<file path="config.mk">
export PLATFORM = sky130hd
export DESIGN_NAME = mul_div_unit_flat
export DESIGN_NICKNAME = d
export VERILOG_FILES = /design/src/rtl/cpu_pkg.sv /design/src/rtl/mul_div_unit_if.sv /design/src/rtl/mul_div_unit_nr_div_step.sv /design/src/rtl/mul_div_unit.sv /design/src/flat_wrapper.sv
export SDC_FILE = /design/constraint.sdc
export NUM_CORES = 1
export LEC_CHECK = 0
export BUFFER_PORTS_ARGS = -buffer_cell sky130_fd_sc_hd__buf_4
export CORE_AREA = 4 4 156 189
export CTS_CLUSTER_SIZE = 28
export DETAILED_ROUTE_END_ITERATION = 16
export DIE_AREA = 0 0 160 193
export PLACE_DENSITY = 0.9
export SYNTH_ARGS = -nofsm -noshare
export SYNTH_HDL_FRONTEND = slang
export SYNTH_SLANG_ARGS = --single-unit
</file>
<file path="constraint.sdc">
create_clock -name clk -period 11.5 [get_ports clk]
set_clock_uncertainty 0.1 [all_clocks]
set_input_delay 2.3 -clock clk [delete_from_list [all_inputs] [get_ports clk]]
set_output_delay 2.3 -clock clk [all_outputs]
set_load 0.02 [all_outputs]
</file>
<file path="src/rtl/cpu_pkg.sv">
// Shared CPU definitions: the ALU opcode map and the state encoding
// used by the multi-cycle multiply/divide unit.
package cpu_pkg;

   localparam int WORD = 32;

   localparam logic [4:0] LD_OPCODE   = 5'b00000;
   localparam logic [4:0] LDI_OPCODE  = 5'b00001;
   localparam logic [4:0] ST_OPCODE   = 5'b00010;
   localparam logic [4:0] ADD_OPCODE  = 5'b00011;
   localparam logic [4:0] SUB_OPCODE  = 5'b00100;
   localparam logic [4:0] SHR_OPCODE  = 5'b00101;
   localparam logic [4:0] SHRA_OPCODE = 5'b00110;
   localparam logic [4:0] SHL_OPCODE  = 5'b00111;
   localparam logic [4:0] ROR_OPCODE  = 5'b01000;
   localparam logic [4:0] ROL_OPCODE  = 5'b01001;
   localparam logic [4:0] AND_OPCODE  = 5'b01010;
   localparam logic [4:0] OR_OPCODE   = 5'b01011;
   localparam logic [4:0] ADDI_OPCODE = 5'b01100;
   localparam logic [4:0] ANDI_OPCODE = 5'b01101;
   localparam logic [4:0] ORI_OPCODE  = 5'b01110;
   localparam logic [4:0] MUL_OPCODE  = 5'b01111;
   localparam logic [4:0] DIV_OPCODE  = 5'b10000;
   localparam logic [4:0] NEG_OPCODE  = 5'b10001;
   localparam logic [4:0] NOT_OPCODE  = 5'b10010;

   typedef enum logic [2:0] {
      ST_IDLE,
      ST_MUL,
      ST_DIV,
      ST_FIX,
      ST_DONE
   } md_state_t;

endpackage

</file>
<file path="src/rtl/mul_div_unit_if.sv">
// Start/busy/done handshake plus operand and result buses between the
// control unit (master) and the multiply/divide unit (slave).
interface mul_div_unit_if #(parameter int WIDTH = 32);

   logic                 start;
   logic [4:0]           op_code;
   logic [WIDTH-1:0]     a;
   logic [WIDTH-1:0]     b;
   logic [2*WIDTH-1:0]   c;
   logic                 busy;
   logic                 done;

   modport master (output start, op_code, a, b, input c, busy, done);
   modport slave  (input start, op_code, a, b, output c, busy, done);

endinterface

</file>
<file path="src/rtl/mul_div_unit_nr_div_step.sv">
// One combinational non-restoring division iteration on {R,Q}, where R is
// a signed partial remainder one bit wider than the unsigned divisor.
module nr_div_step #(
   parameter int WIDTH = 32
) (
   input  logic [2*WIDTH:0]  rq,
   input  logic [WIDTH-1:0]  divisor,
   output logic [2*WIDTH:0]  rq_next
);

   logic [WIDTH:0] r_shift;
   logic [WIDTH:0] r_new;

   // The sign of R before the shift picks subtract or add; the new quotient
   // bit is set when the updated remainder is non-negative.
   always_comb begin
      r_shift = rq[2*WIDTH-1:WIDTH-1];
      if (rq[2*WIDTH]) begin
         r_new = r_shift + {1'b0, divisor};
      end else begin
         r_new = r_shift - {1'b0, divisor};
      end
      rq_next = {r_new, rq[WIDTH-2:0], ~r_new[WIDTH]};
   end

endmodule

</file>
<file path="src/rtl/mul_div_unit.sv">
// Multi-cycle signed multiply (radix-2 Booth) / divide (non-restoring) unit
// producing a registered {HI, LO} result under a start/busy/done handshake.
module mul_div_unit
   import cpu_pkg::*;
#(
   parameter int WIDTH = 32
) (
   input  logic          clk,
   input  logic          clear_n,
   mul_div_unit_if.slave bus
);

   localparam int CW = $clog2(WIDTH);

   md_state_t            state, state_n;
   logic [CW-1:0]        count, count_n;
   logic [WIDTH-1:0]     mcand, mcand_n;
   logic [WIDTH:0]       upper, upper_n;
   logic [WIDTH-1:0]     q, q_n;
   logic                 qm1, qm1_n;
   logic                 neg_q, neg_q_n;
   logic                 neg_r, neg_r_n;
   logic [2*WIDTH-1:0]   c_reg, c_n;
   logic                 busy_r, done_r;

   logic [WIDTH-1:0]     a_mag, b_mag;
   logic [WIDTH:0]       booth_sum;
   logic [2*WIDTH:0]     div_next;
   logic [WIDTH-1:0]     r_fix, r_fin, q_fin;

   nr_div_step #(.WIDTH(WIDTH)) u_step (
      .rq      ({upper, q}),
      .divisor (mcand),
      .rq_next (div_next)
   );

   // Next-state and datapath update; for a divide, mcand holds |divisor|,
   // upper holds the signed remainder R and q the quotient.
   always_comb begin
      state_n   = state;
      count_n   = count;
      mcand_n   = mcand;
      upper_n   = upper;
      q_n       = q;
      qm1_n     = qm1;
      neg_q_n   = neg_q;
      neg_r_n   = neg_r;
      c_n       = c_reg;
      a_mag     = bus.a[WIDTH-1] ? -bus.a : bus.a;
      b_mag     = bus.b[WIDTH-1] ? -bus.b : bus.b;
      booth_sum = upper;
      r_fix     = upper[WIDTH-1:0];
      r_fin     = '0;
      q_fin     = '0;

      case (state)
         ST_IDLE: begin
            if (bus.start && bus.op_code == MUL_OPCODE) begin
               state_n = ST_MUL;
               count_n = '0;
               mcand_n = bus.a;
               upper_n = '0;
               q_n     = bus.b;
               qm1_n   = 1'b0;
            end else if (bus.start && bus.op_code == DIV_OPCODE) begin
               if (bus.b == '0) begin
                  state_n = ST_DONE;
                  c_n     = {bus.a, {WIDTH{1'b1}}};
               end else begin
                  state_n = ST_DIV;
                  count_n = '0;
                  mcand_n = b_mag;
                  upper_n = '0;
                  q_n     = a_mag;
                  neg_q_n = bus.a[WIDTH-1] ^ bus.b[WIDTH-1];
                  neg_r_n = bus.a[WIDTH-1];
               end
            end
         end

         ST_MUL: begin
            case ({q[0], qm1})
               2'b01:   booth_sum = upper + {mcand[WIDTH-1], mcand};
               2'b10:   booth_sum = upper - {mcand[WIDTH-1], mcand};
               default: booth_sum = upper;
            endcase
            {upper_n, q_n, qm1_n} = {booth_sum[WIDTH], booth_sum, q};
            if (count == CW'(WIDTH-1)) begin
               state_n = ST_DONE;
               c_n     = {upper_n[WIDTH-1:0], q_n};
            end else begin
               count_n = count + CW'(1);
            end
         end

         ST_DIV: begin
            {upper_n, q_n} = div_next;
            if (count == CW'(WIDTH-1)) begin
               state_n = ST_FIX;
            end else begin
               count_n = count + CW'(1);
            end
         end

         ST_FIX: begin
            r_fix   = upper[WIDTH] ? upper[WIDTH-1:0] + mcand : upper[WIDTH-1:0];
            q_fin   = neg_q ? -q : q;
            r_fin   = neg_r ? -r_fix : r_fix;
            c_n     = {r_fin, q_fin};
            state_n = ST_DONE;
         end

         ST_DONE: begin
            state_n = ST_IDLE;
         end

         default: begin
            state_n = ST_IDLE;
         end
      endcase
   end

   // busy and done are registered from the next state so they are glitch-free.
   always_ff @(posedge clk or negedge clear_n) begin
      if (!clear_n) begin
         state  <= ST_IDLE;
         count  <= '0;
         mcand  <= '0;
         upper  <= '0;
         q      <= '0;
         qm1    <= 1'b0;
         neg_q  <= 1'b0;
         neg_r  <= 1'b0;
         c_reg  <= '0;
         busy_r <= 1'b0;
         done_r <= 1'b0;
      end else begin
         state  <= state_n;
         count  <= count_n;
         mcand  <= mcand_n;
         upper  <= upper_n;
         q      <= q_n;
         qm1    <= qm1_n;
         neg_q  <= neg_q_n;
         neg_r  <= neg_r_n;
         c_reg  <= c_n;
         busy_r <= (state_n != ST_IDLE);
         done_r <= (state_n == ST_DONE);
      end
   end

   assign bus.c    = c_reg;
   assign bus.busy = busy_r;
   assign bus.done = done_r;

endmodule
</file>
<file path="src/flat_wrapper.sv">
// flat-port wrapper written by rule: the top's interface ports become plain ports
module mul_div_unit_flat import cpu_pkg::*;
#(
   parameter int WIDTH = 32
)
  (clk, clear_n, bus_start, bus_op_code, bus_a, bus_b, bus_c, bus_busy, bus_done);
  mul_div_unit_if #(.WIDTH(WIDTH)) bus_i ();
  input  logic clk;
  input  logic clear_n;
  input wire logic [$bits(bus_i.start)-1:0] bus_start;
  input wire logic [$bits(bus_i.op_code)-1:0] bus_op_code;
  input wire logic [$bits(bus_i.a)-1:0] bus_a;
  input wire logic [$bits(bus_i.b)-1:0] bus_b;
  output wire logic [$bits(bus_i.c)-1:0] bus_c;
  output wire logic [$bits(bus_i.busy)-1:0] bus_busy;
  output wire logic [$bits(bus_i.done)-1:0] bus_done;
  assign bus_i.start = bus_start;
  assign bus_i.op_code = bus_op_code;
  assign bus_i.a = bus_a;
  assign bus_i.b = bus_b;
  assign bus_c = bus_i.c;
  assign bus_busy = bus_i.busy;
  assign bus_done = bus_i.done;
  mul_div_unit #(.WIDTH(WIDTH)) u_core (.clk(clk), .clear_n(clear_n), .bus(bus_i));
endmodule
</file>
# Yosys cells after proc, flatten, opt, wreduce, memory -nomap -nowiden
# Index checks and enable logic that the tools add are counted.
# Widths: inputs -> output; s select.
totals:
  ff_bits: 174
  in_bits: 72
  out_inout_bits: 66
op_classes:
  n_addsub: 10
  eq_ne: 18
  n_mux: 36
  n_bitwise: 4
  reduce_logical: 17
op_table:
  columns: ["cell", "count"]
  rows:
  - ["$mux 32", 11]
  - ["$mux 64", 4]
  - ["$pmux 64 s3", 1]
  - ["$mux 33", 4]
  - ["$neg 32->32", 4]
  - ["$pmux 33 s3", 1]
  - ["$pmux 32 s3", 1]
  - ["$pmux 33 s2", 1]
  - ["$add 33x32->33", 1]
  - ["$add 33x33->33", 1]
  - ["$sub 33x32->33", 1]
  - ["$sub 33x33->33", 1]
  - ["$add 32x32->32", 1]
  - ["$logic_not 32->1", 1]
  - ["$mux 5", 4]
  - ["$mux 3", 5]
  - ["$pmux 3 s4", 1]
  - ["$eq 5x5->1 const B", 2]
  - ["$ne 2x1->1 const B", 5]
  - ["$pmux 5 s2", 1]
  - ["$reduce_bool 3->1", 3]
  - ["$reduce_and 4->1", 2]
  - ["$eq 3x2->1 const B", 2]
  - ["$reduce_and 3->1", 2]
  - ["19 further kinds", 25]

# Depth between registers and ports, before layout
# Gate-level depths: netlist of the first run.
depth:
  ltp_word: 6
  mapped_depth: 22

# Cells and area by module
# A second synthesis of the first run with hierarchy kept.
unflattened:
  cells_unflattened: 2421
  hier_area_um2: 18487.7
by_module_without_submodules:
  columns: ["module", "instances", "cells_each", "area_each_um2", "seq_area_each_um2"]
  rows:
  - ["mul_div_unit", 1, 2053, 15791.4, 4354.2]
  - ["nr_div_step", 1, 368, 2696.3, 0.0]

# Least setup slack after synthesis of the first run
# OpenSTA, ideal clock, no wires.
synth_timing:
  kind: "input port to flip-flop"
  start: "input port bus_a[4]"
  end: "register u_core.q[30]"
  t_arrival_ps: 5269
  slack_ps: 6048
  cell_stages: 12
  n_path_buf: 0
  cell_sequence: "nor4_2 > nand3b_1 > or4_4 > or3_1 > or3_1 > or4_4 > nand2b_4 > o41ai_4 > xor2_1 > a211oi_1 > a221oi_2 > o21ai_0"
synth_via:
  elab_chain_cells: 6
synth_rtl:
  columns: ["item", "line_no", "source"]
  rows:
  - ["start, declared", "flat_wrapper.sv:12", "input wire logic [$bits(bus_i.a)-1:0] bus_a;"]
  - ["$neg 32->32", "mul_div_unit.sv:49", "a_mag = bus.a[WIDTH-1] ? -bus.a : bus.a;"]
  - ["$mux 32", "mul_div_unit.sv:49", null]
  - ["$mux 32", "mul_div_unit.sv:66", "if (bus.b == '0) begin"]
  - ["$mux 32", "mul_div_unit.sv:65", "end else if (bus.start && bus.op_code == DIV_OPCODE) begin"]
  - ["$mux 32", "mul_div_unit.sv:58", "if (bus.start && bus.op_code == MUL_OPCODE) begin"]
  - ["$pmux 32 s3", "mul_div_unit.sv:56", "case (state)"]
  - ["end signal, assigned", "mul_div_unit.sv:142", "q <= q_n;"]
  - ["end, declared", "mul_div_unit.sv:19", "logic [WIDTH-1:0] q, q_n;"]
# Every way passes these cells. The select of a mux whose other input is x is not followed.
# A chain may end at the register's enable or synchronous reset.

# Final worst setup path of the first run
layout_timing:
  start: "input port bus_b[9]"
  end: "register u_core.c_reg[5] (netlist: u_core.bus.c[5])"
layout_via:
  elab_chain_cells: 3
layout_rtl:
  columns: ["item", "line_no", "source"]
  rows:
  - ["start, declared", "flat_wrapper.sv:13", "input wire logic [$bits(bus_i.b)-1:0] bus_b;"]
  - ["$logic_not 32->1", "mul_div_unit.sv:66", null]
  - ["$ne 2x1->1 (no source line)", null, null]
  - ["$reduce_and 5->1 (no source line)", null, null]
  - ["end signal, assigned", "mul_div_unit.sv:146", "c_reg <= c_n;"]
  - ["end, declared", "mul_div_unit.sv:23", "logic [2*WIDTH-1:0] c_reg, c_n;"]
# Every way passes these cells.

==> results of run 1 <==
[power by group]
| part | total, mW | internal, mW | switching (mW) |
|---|---|---|---|
| logic | 5.15 | 2.08 | 3.07 |
| registers | 1.37 | 0.884 | 0.488 |
| clock network | 0.661 | 0.405 | 0.256 |
[logic make-up after synthesis]
family / synth area share, %
compound gates: 28.9
xor+xnor: 12.0
fa+ha+maj: 7.60
buf+inv: 4.37
flops: 24.5
mux: 1.36
simple gates: 21.3
[how the worst max path moves through the flow]
stage | slack [ns] | endpoint | depth (start not counted)
2_1_floorplan | 6.05 | u_core.q[30] | 12
3_3_place_gp | 5.26 | u_core.bus.c[4] | 13
3_5_place_dp | 5.12 | u_core.bus.c[5] | 13
4_1_cts | 5.55 | u_core.bus.c[5] | 13
5_1_grt | 5.06 | u_core.q[0] | 21
6_report | 5.50 | u_core.bus.c[5] | 13
[cells in the mapped netlist (all sizes together) (18+ instances only)]
cell      n  area (um2)
a31oi    29         181
nand2   273        1030
nor4     18         119
ha      103        1290
nor2b    21         131
xnor2   101         885
o21ai   220        1100
nand2b   23         174
xor2    142        1240
nor3     27         140
a21o     37         278
inv      41         154
or3      43         269
a221oi   58         514
o211ai   21         158
o31ai    36         284
nand3    30         150
clkbuf  117         439
a21oi   168         841
a211oi   50         380
dfrtp   174        4350
nand4    18         113
nor2    291        1090
o21a     20         150
buf      30         183
[area by class of cell]
type                       count  area [um2]  area share (%)
antenna                        1        2.50          0.0128
multi-input combinational   1969       12600            64.9
sequential                   174        4360            22.4
clock buffer                  20         467            2.40
timing repair buffer         161        1210            6.22
clock inverter                12         208            1.07
inverter                      41         154           0.790
tap                          345         432            2.22
[critical path, cell delays in order]
cell	delay (ns)
sky130_fd_sc_hd__buf_4	0.13
sky130_fd_sc_hd__or4_1	0.60
sky130_fd_sc_hd__or3_1	0.38
sky130_fd_sc_hd__or3_1	0.42
sky130_fd_sc_hd__nand2b_4	0.18
sky130_fd_sc_hd__nand2b_4	0.17
sky130_fd_sc_hd__or4_4	0.53
sky130_fd_sc_hd__nor3_1	0.23
sky130_fd_sc_hd__nor2_2	0.07
sky130_fd_sc_hd__inv_2	0.45
sky130_fd_sc_hd__buf_4	0.50
sky130_fd_sc_hd__nor2_1	0.08
sky130_fd_sc_hd__a31oi_1	0.18
[metal layers]
layer	part of all wire [%]	track usage, %
met5	0	0
met2	47	60.8
met3	10	6.38
met4	4.0	15.1
met1	39	46.3
==> Flow_metrics.wiki, run 1 <==
{| class="wikitable"
! Metric !! Value
|-
| Clock tree root buffer cell || sky130_fd_sc_hd__clkbuf_16
|-
| Number of flip-flops under the largest register name || 64
|-
| Sequential cell area fraction in the yosys report || around 25%
|-
| Data required time of the worst path || around 12 ns
|-
| CORE AREA || 0.0277 mm2
|-
| Clock slew at reported path FFs || approximately 0.070 ns
|-
| Peak ir drop on the vdd network || between 0.15 and 0.2 mV
|-
| Post-CTS setup repair buffer count || 0
|-
| Worst-Skew Late Latency || about 0.44 ns
|-
| NumNets Final || between 2000 and 3000
|-
| Static leakage power || about 8.4 nW
|-
| Die ar. || 0.0309 mm2
|-
| Number of antenna violations at the first check in global routing || 1
|-
| DRC violation total after the first TritonRoute iteration || approximately 2200
|-
| Power Density || between 300 and 400 mW/mm2
|-
| Final core occ || a little over two thirds
|-
| Min Clock Period, post-route || ~6.0 ns
|-
| Count of port buffers added during placement || approximately 140
|-
| Syn avg cell area || ~7.6 um2
|-
| Leading cell type in the layout, fill and taps excluded || sky130_fd_sc_hd__nor2_1
|-
| Deepest level of the CTS H-tree || 4
|-
| Hold Path Stages || 1
|-
| Max-slew headroom || about 28%
|-
| Overall die width || 160 um
|-
| Area post-placement || between 0.015 and 0.02 mm2
|-
| DRT antenna net count || 0
|-
| Worst-case setup margin in the final layout || ~5.5 ns
|-
| Final Max Slew Viols || 0
|-
| Aggregate negative setup slack || 0 ns
|-
| Number of top-level pins || 138
|-
| Average wire per standard cell || between 20 and 25 um
|-
| Via count || approximately 19000
|-
| Setup WS pre-CTS || between 5 and 6 ns
|-
| Arrival time of the worst setup path || between 6 and 7 ns
|-
| Vias in the first global route || 17700
|-
| Worst reg2reg path startpoint || u_core.mcand[2]
|-
| Crit path max fanout || 43
|-
| Worst Max-Slew Pin Slew || 1.07 ns
|-
| Top achievable clock speed || around 170 MHz
|-
| Total clock sinks || 174
|-
| Hold Path Class || flip-flop to flip-flop
|-
| Maximum buffer depth of the clock tree || 2
|-
| Total congestion overflow || 0
|-
| Clock tree from TritonCTS || done
|-
| Final WL || approximately 58 mm
|-
| Area of the mapped netlist || around 0.018 mm2
|-
| Hold path start || u_core.count[3]
|-
| Kind of end point of the critical path || flip-flop
|-
| Fillers || 2217
|-
| Post-route insts no fill || ~2700
|-
| R2R Path End || u_core.q[0]
|-
| Async SR Flop Fraction || 100%
|-
| RSZ-0062 raised after global routing || no
|-
| Max cap viols || 0
|-
| Post-layout instance area || 0.0195 mm2
|-
| Wire length of the first global-routing pass || roughly 90 mm
|-
| Number of gates resized after CTS || 0
|-
| Via density || 6.83
|-
| Area growth from synthesis to final layout || 9.73%
|-
| Post-synthesis register bit count || 174
|-
| Number of clock buffers inserted by TritonCTS || 17
|-
| Fraction of layout instances using a drive strength above 1 || between 10% and 20%
|-
| Initial cell density of the core || between 60 and 70%
|-
| DIE HEIGHT || 193 um
|-
| Number of nets in the synthesized netlist || 2509
|-
| Startpoint-to-endpoint class of the critical path || input pin to flip-flop
|-
| Hold buffer count at CTS || 0
|-
| Setup slack, reg-to-reg || about 5.5 ns
|-
| Post-DP HPWL || ~43 mm
|-
| Fin Hold WS || about 0.38 ns
|-
| WHS Endpoint || u_core.count[3]
|-
| PnR Total Power || about 7.2 mW
|-
| Router iterations before antenna repair || 6
|-
| Tot GR Track Use || a little over a third
|-
| Worst setup SP type || input pin
|-
| Warnings, synthesis || 0
|-
| Number of cells after detailed placement || 2690
|-
| Worst R2R Path Depth || 21
|-
| Tcrit/Tclk final || 52.2%
|-
| Count of unique library cells instantiated by Yosys || between 80 and 90
|-
| Largest net degree at the start of global routing || approximately 110
|-
| Std cell rows || 67
|-
| Flip-flop cell with the highest count after synthesis || sky130_fd_sc_hd__dfrtp_1
|-
| Most frequent cells in the layout || sky130_fd_sc_hd__nor2_1 (288), sky130_fd_sc_hd__nand2_1 (272), sky130_fd_sc_hd__o21ai_0 (213)
|-
| # setup viols final || 0
|-
| CP startpoint || bus_b[9]
|-
| Number of instances in the synthesized netlist || roughly 2300
|-
| Count of flip-flops with a built-in enable after synthesis || 0
|-
| Gpl congestion || around 0.98
|-
| Count of final hold-check violations || 0
|-
| Outcome || complete, no violations
|-
| Total DRC errors in the routed layout || 0
|}
Power figures use the tool's default switching activity.
==> inputs of run 2 (changes only) <==
- CORE_AREA: 4 4 156 189 -> 4 4 167 201
- DIE_AREA: 0 0 160 193 -> 0 0 171 205
- PLACE_DENSITY: 0.9 -> 0.84
- clock period: 11.5 -> 4.9 ns (I/O delays scaled with it)
==> Flow_metrics.wiki, run 2 (same netlist as run 1, synthesis figures left out) <==
{| class="wikitable"
! Metric !! Value
|-
| Via count || approximately 19000
|-
| Outcome || complete, but fails checks
|-
| Clock tree from TritonCTS || done
|-
| Total DRC errors in the routed layout || 0
|-
| Number of flip-flops under the largest register name || 64
|-
| Final Max Slew Viols || 0
|-
| NumNets Final || approximately 2700
|-
| Static leakage power || around 9.0 nW
|-
| Post-DP HPWL || 46.4 mm
|-
| Number of clock buffers inserted by TritonCTS || 17
|-
| Count of final hold-check violations || 0
|-
| Critical path endpoint || u_core.bus.c[63]
|-
| Worst reg2reg path startpoint || u_core.mcand[2]
|-
| Worst Max-Slew Pin Slew || about 1.1 ns
|-
| Kind of end point of the critical path || flip-flop
|-
| Wire length of the first global-routing pass || about 95 mm
|-
| Worst R2R Path Depth || 20
|-
| Leading cell type in the layout, fill and taps excluded || sky130_fd_sc_hd__nor2_1
|-
| DRC violation total after the first TritonRoute iteration || approximately 2000
|-
| Overall die width || about 170 um
|-
| Diode insertion count for antenna repair || 0
|-
| Startpoint-to-endpoint class of the critical path || flip-flop to flip-flop
|-
| Total clock sinks || approximately 170
|-
| Arrival time of the worst setup path || ~5.2 ns
|-
| Die ar. || approximately 0.035 mm2
|-
| Tcrit/Tclk final || 100%
|-
| Area post-placement || between 0.015 and 0.02 mm2
|-
| Hold Path Class || flip-flop to flip-flop
|-
| Total congestion overflow || 0
|-
| PnR Total Power || around 18 mW
|-
| Vias in the first global route || 18100
|-
| Worst setup SP type || flip-flop
|-
| Fillers || 2684
|-
| DIE HEIGHT || 205 um
|-
| CORE AREA || 0.0314 mm2
|-
| Fraction of layout instances using a drive strength above 1 || between 15 and 20%
|-
| Post-layout instance area || 0.0207 mm2
|-
| Gpl congestion || 1.03
|-
| Hold buffer count at CTS || 0
|-
| Min Clock Period, post-route || roughly 4.9 ns
|-
| Worst-case setup margin in the final layout || -0.00405 ns
|-
| Maximum buffer depth of the clock tree || 2
|-
| Count of port buffers added during placement || 137
|-
| Post-route insts no fill || 2894
|-
| Data required time of the worst path || between 5 and 6 ns
|-
| Tot GR Track Use || ~34%
|-
| R2R Path End || u_core.bus.c[63]
|-
| Area growth from synthesis to final layout || 16.8%
|-
| Worst-Skew Late Latency || 0.45 ns
|-
| Most frequent cells in the layout || sky130_fd_sc_hd__nor2_1 (283), sky130_fd_sc_hd__nand2_1 (270), sky130_fd_sc_hd__buf_4 (270)
|-
| Number of antenna violations at the first check in global routing || 0
|-
| CP startpoint || u_core.mcand[2]
|-
| Number of top-level pins || ~140
|-
| Setup WS pre-CTS || -0.187 ns
|-
| # setup viols final || 1
|-
| DRT antenna net count || 0
|-
| Router iterations before antenna repair || 6
|-
| Max-slew headroom || 28.2%
|-
| Via density || about 6.6
|-
| Final WL || 61.3 mm
|-
| Clock tree root buffer cell || sky130_fd_sc_hd__clkbuf_16
|-
| Average wire per standard cell || 21.2 um
|-
| Violations in the final reports || negative setup slack
|-
| Initial cell density of the core || 56.4%
|-
| Crit path max fanout || 4
|-
| Power Density || just under 900 mW/mm2
|-
| Peak ir drop on the vdd network || 0.346 mV
|-
| Aggregate negative setup slack || -0.00405 ns
|-
| Top achievable clock speed || 204 MHz
|-
| Std cell rows || 71
|-
| Clock slew at reported path FFs || 0.07 ns
|-
| Deepest level of the CTS H-tree || 4
|-
| RSZ-0062 raised after global routing || yes
|-
| Setup slack, reg-to-reg || -0.004 ns
|-
| Largest net degree at the start of global routing || 90
|-
| Number of cells after detailed placement || between 2000 and 3000
|-
| Max cap viols || 0
|}
==> run 2: cell types whose count changed in the layout (fill, tap and decap cells not counted), sizes merged <==
cell / before / now
clkinv: 3 / 8
diode: 1 / 0
clkinvlp: 3 / 2
bufinv: 5 / 1
buf: 161 / 277
==> run 2: worst min path at each step <==
| stage | startpoint | cells after the start | slack, ns | endpoint |
|---|---|---|---|---|
| global route | u_core.count[3] | 1 | 0.41 | u_core.count[3] |
| floorplan | u_core.count[3] | 1 | 0.34 | u_core.count[3] |
| CTS | u_core.bus.c[40] | 2 | 0.39 | u_core.bus.c[40] |
| finish | u_core.bus.c[40] | 2 | 0.38 | u_core.bus.c[40] |
| global placement | u_core.count[3] | 1 | 0.36 | u_core.count[3] |
| detailed placement | u_core.bus.c[40] | 2 | 0.37 | u_core.bus.c[40] |
==> run 2: where the power goes <==
part           leakage, nW  internal, mW  switching (mW)
clock network        0.282         0.742           0.605
registers             2.16          2.08            1.06
logic                 6.56          5.90            7.89
total                 9.00          8.72            9.55
==> run 2: layout make-up <==
cell class                 count  area (um2)  share of cell area, %
clock buffer                  20         467                   2.25
inverter                      41         154                  0.742
timing repair buffer         277        2140                   10.3
clock inverter                12         113                  0.543
tap                          401         502                   2.42
multi-input combinational   1969       13000                   62.7
sequential                   174        4360                   21.0
==> run 2: layer usage <==
layer  track usage (%)  vias to the layer above  wire [um]  share of wire, %
met3              6.70                      189       6380                10
met5                 0                        -          0                 0
li1                  -                     8831          -                 -
met4              12.6                        0       2440               4.0
met1              44.1                     9031      24100                39
met2              55.1                     1015      28400                46
==> run 2: per-stage QoR <==
stage,utilization (%),hold WS [ns]
final,65.9,0.383
after global routing,65.9,0.413
after CTS,64.5,0.390
after detailed placement,62.5,0.374
after global placement,62.5,0.360
after floorplan,-,0.338
==> run 2: repair_timing <==
| item | CTS | global route |
|---|---|---|
| endpoints found under the setup margin | 16 | 27 |
| gates resized for setup | 11 | 68 |
| setup buffers | 1 | 20 |
| pin swaps | 1 | 36 |
==> run 2: critical path, cell delays in order (launching register included) <==
cell and delay, ns:
sky130_fd_sc_hd__dfrtp_1 0.44, sky130_fd_sc_hd__or4_4 0.58, sky130_fd_sc_hd__nor4_4 0.20, sky130_fd_sc_hd__nor2b_4 0.21, sky130_fd_sc_hd__nor3b_4 0.26, sky130_fd_sc_hd__and2_4 0.20
sky130_fd_sc_hd__nor2_1 0.05, sky130_fd_sc_hd__xnor2_1 0.14, sky130_fd_sc_hd__ha_1 0.35, sky130_fd_sc_hd__a21o_1 0.19, sky130_fd_sc_hd__a21oi_1 0.18, sky130_fd_sc_hd__nor2b_1 0.08
sky130_fd_sc_hd__a211o_1 0.25, sky130_fd_sc_hd__a211o_1 0.29, sky130_fd_sc_hd__o211ai_1 0.36, sky130_fd_sc_hd__a21oi_1 0.15, sky130_fd_sc_hd__a21oi_2 0.15, sky130_fd_sc_hd__xnor2_1 0.12
sky130_fd_sc_hd__o211ai_1 0.15, sky130_fd_sc_hd__and3_1 0.25, sky130_fd_sc_hd__o22ai_1 0.14
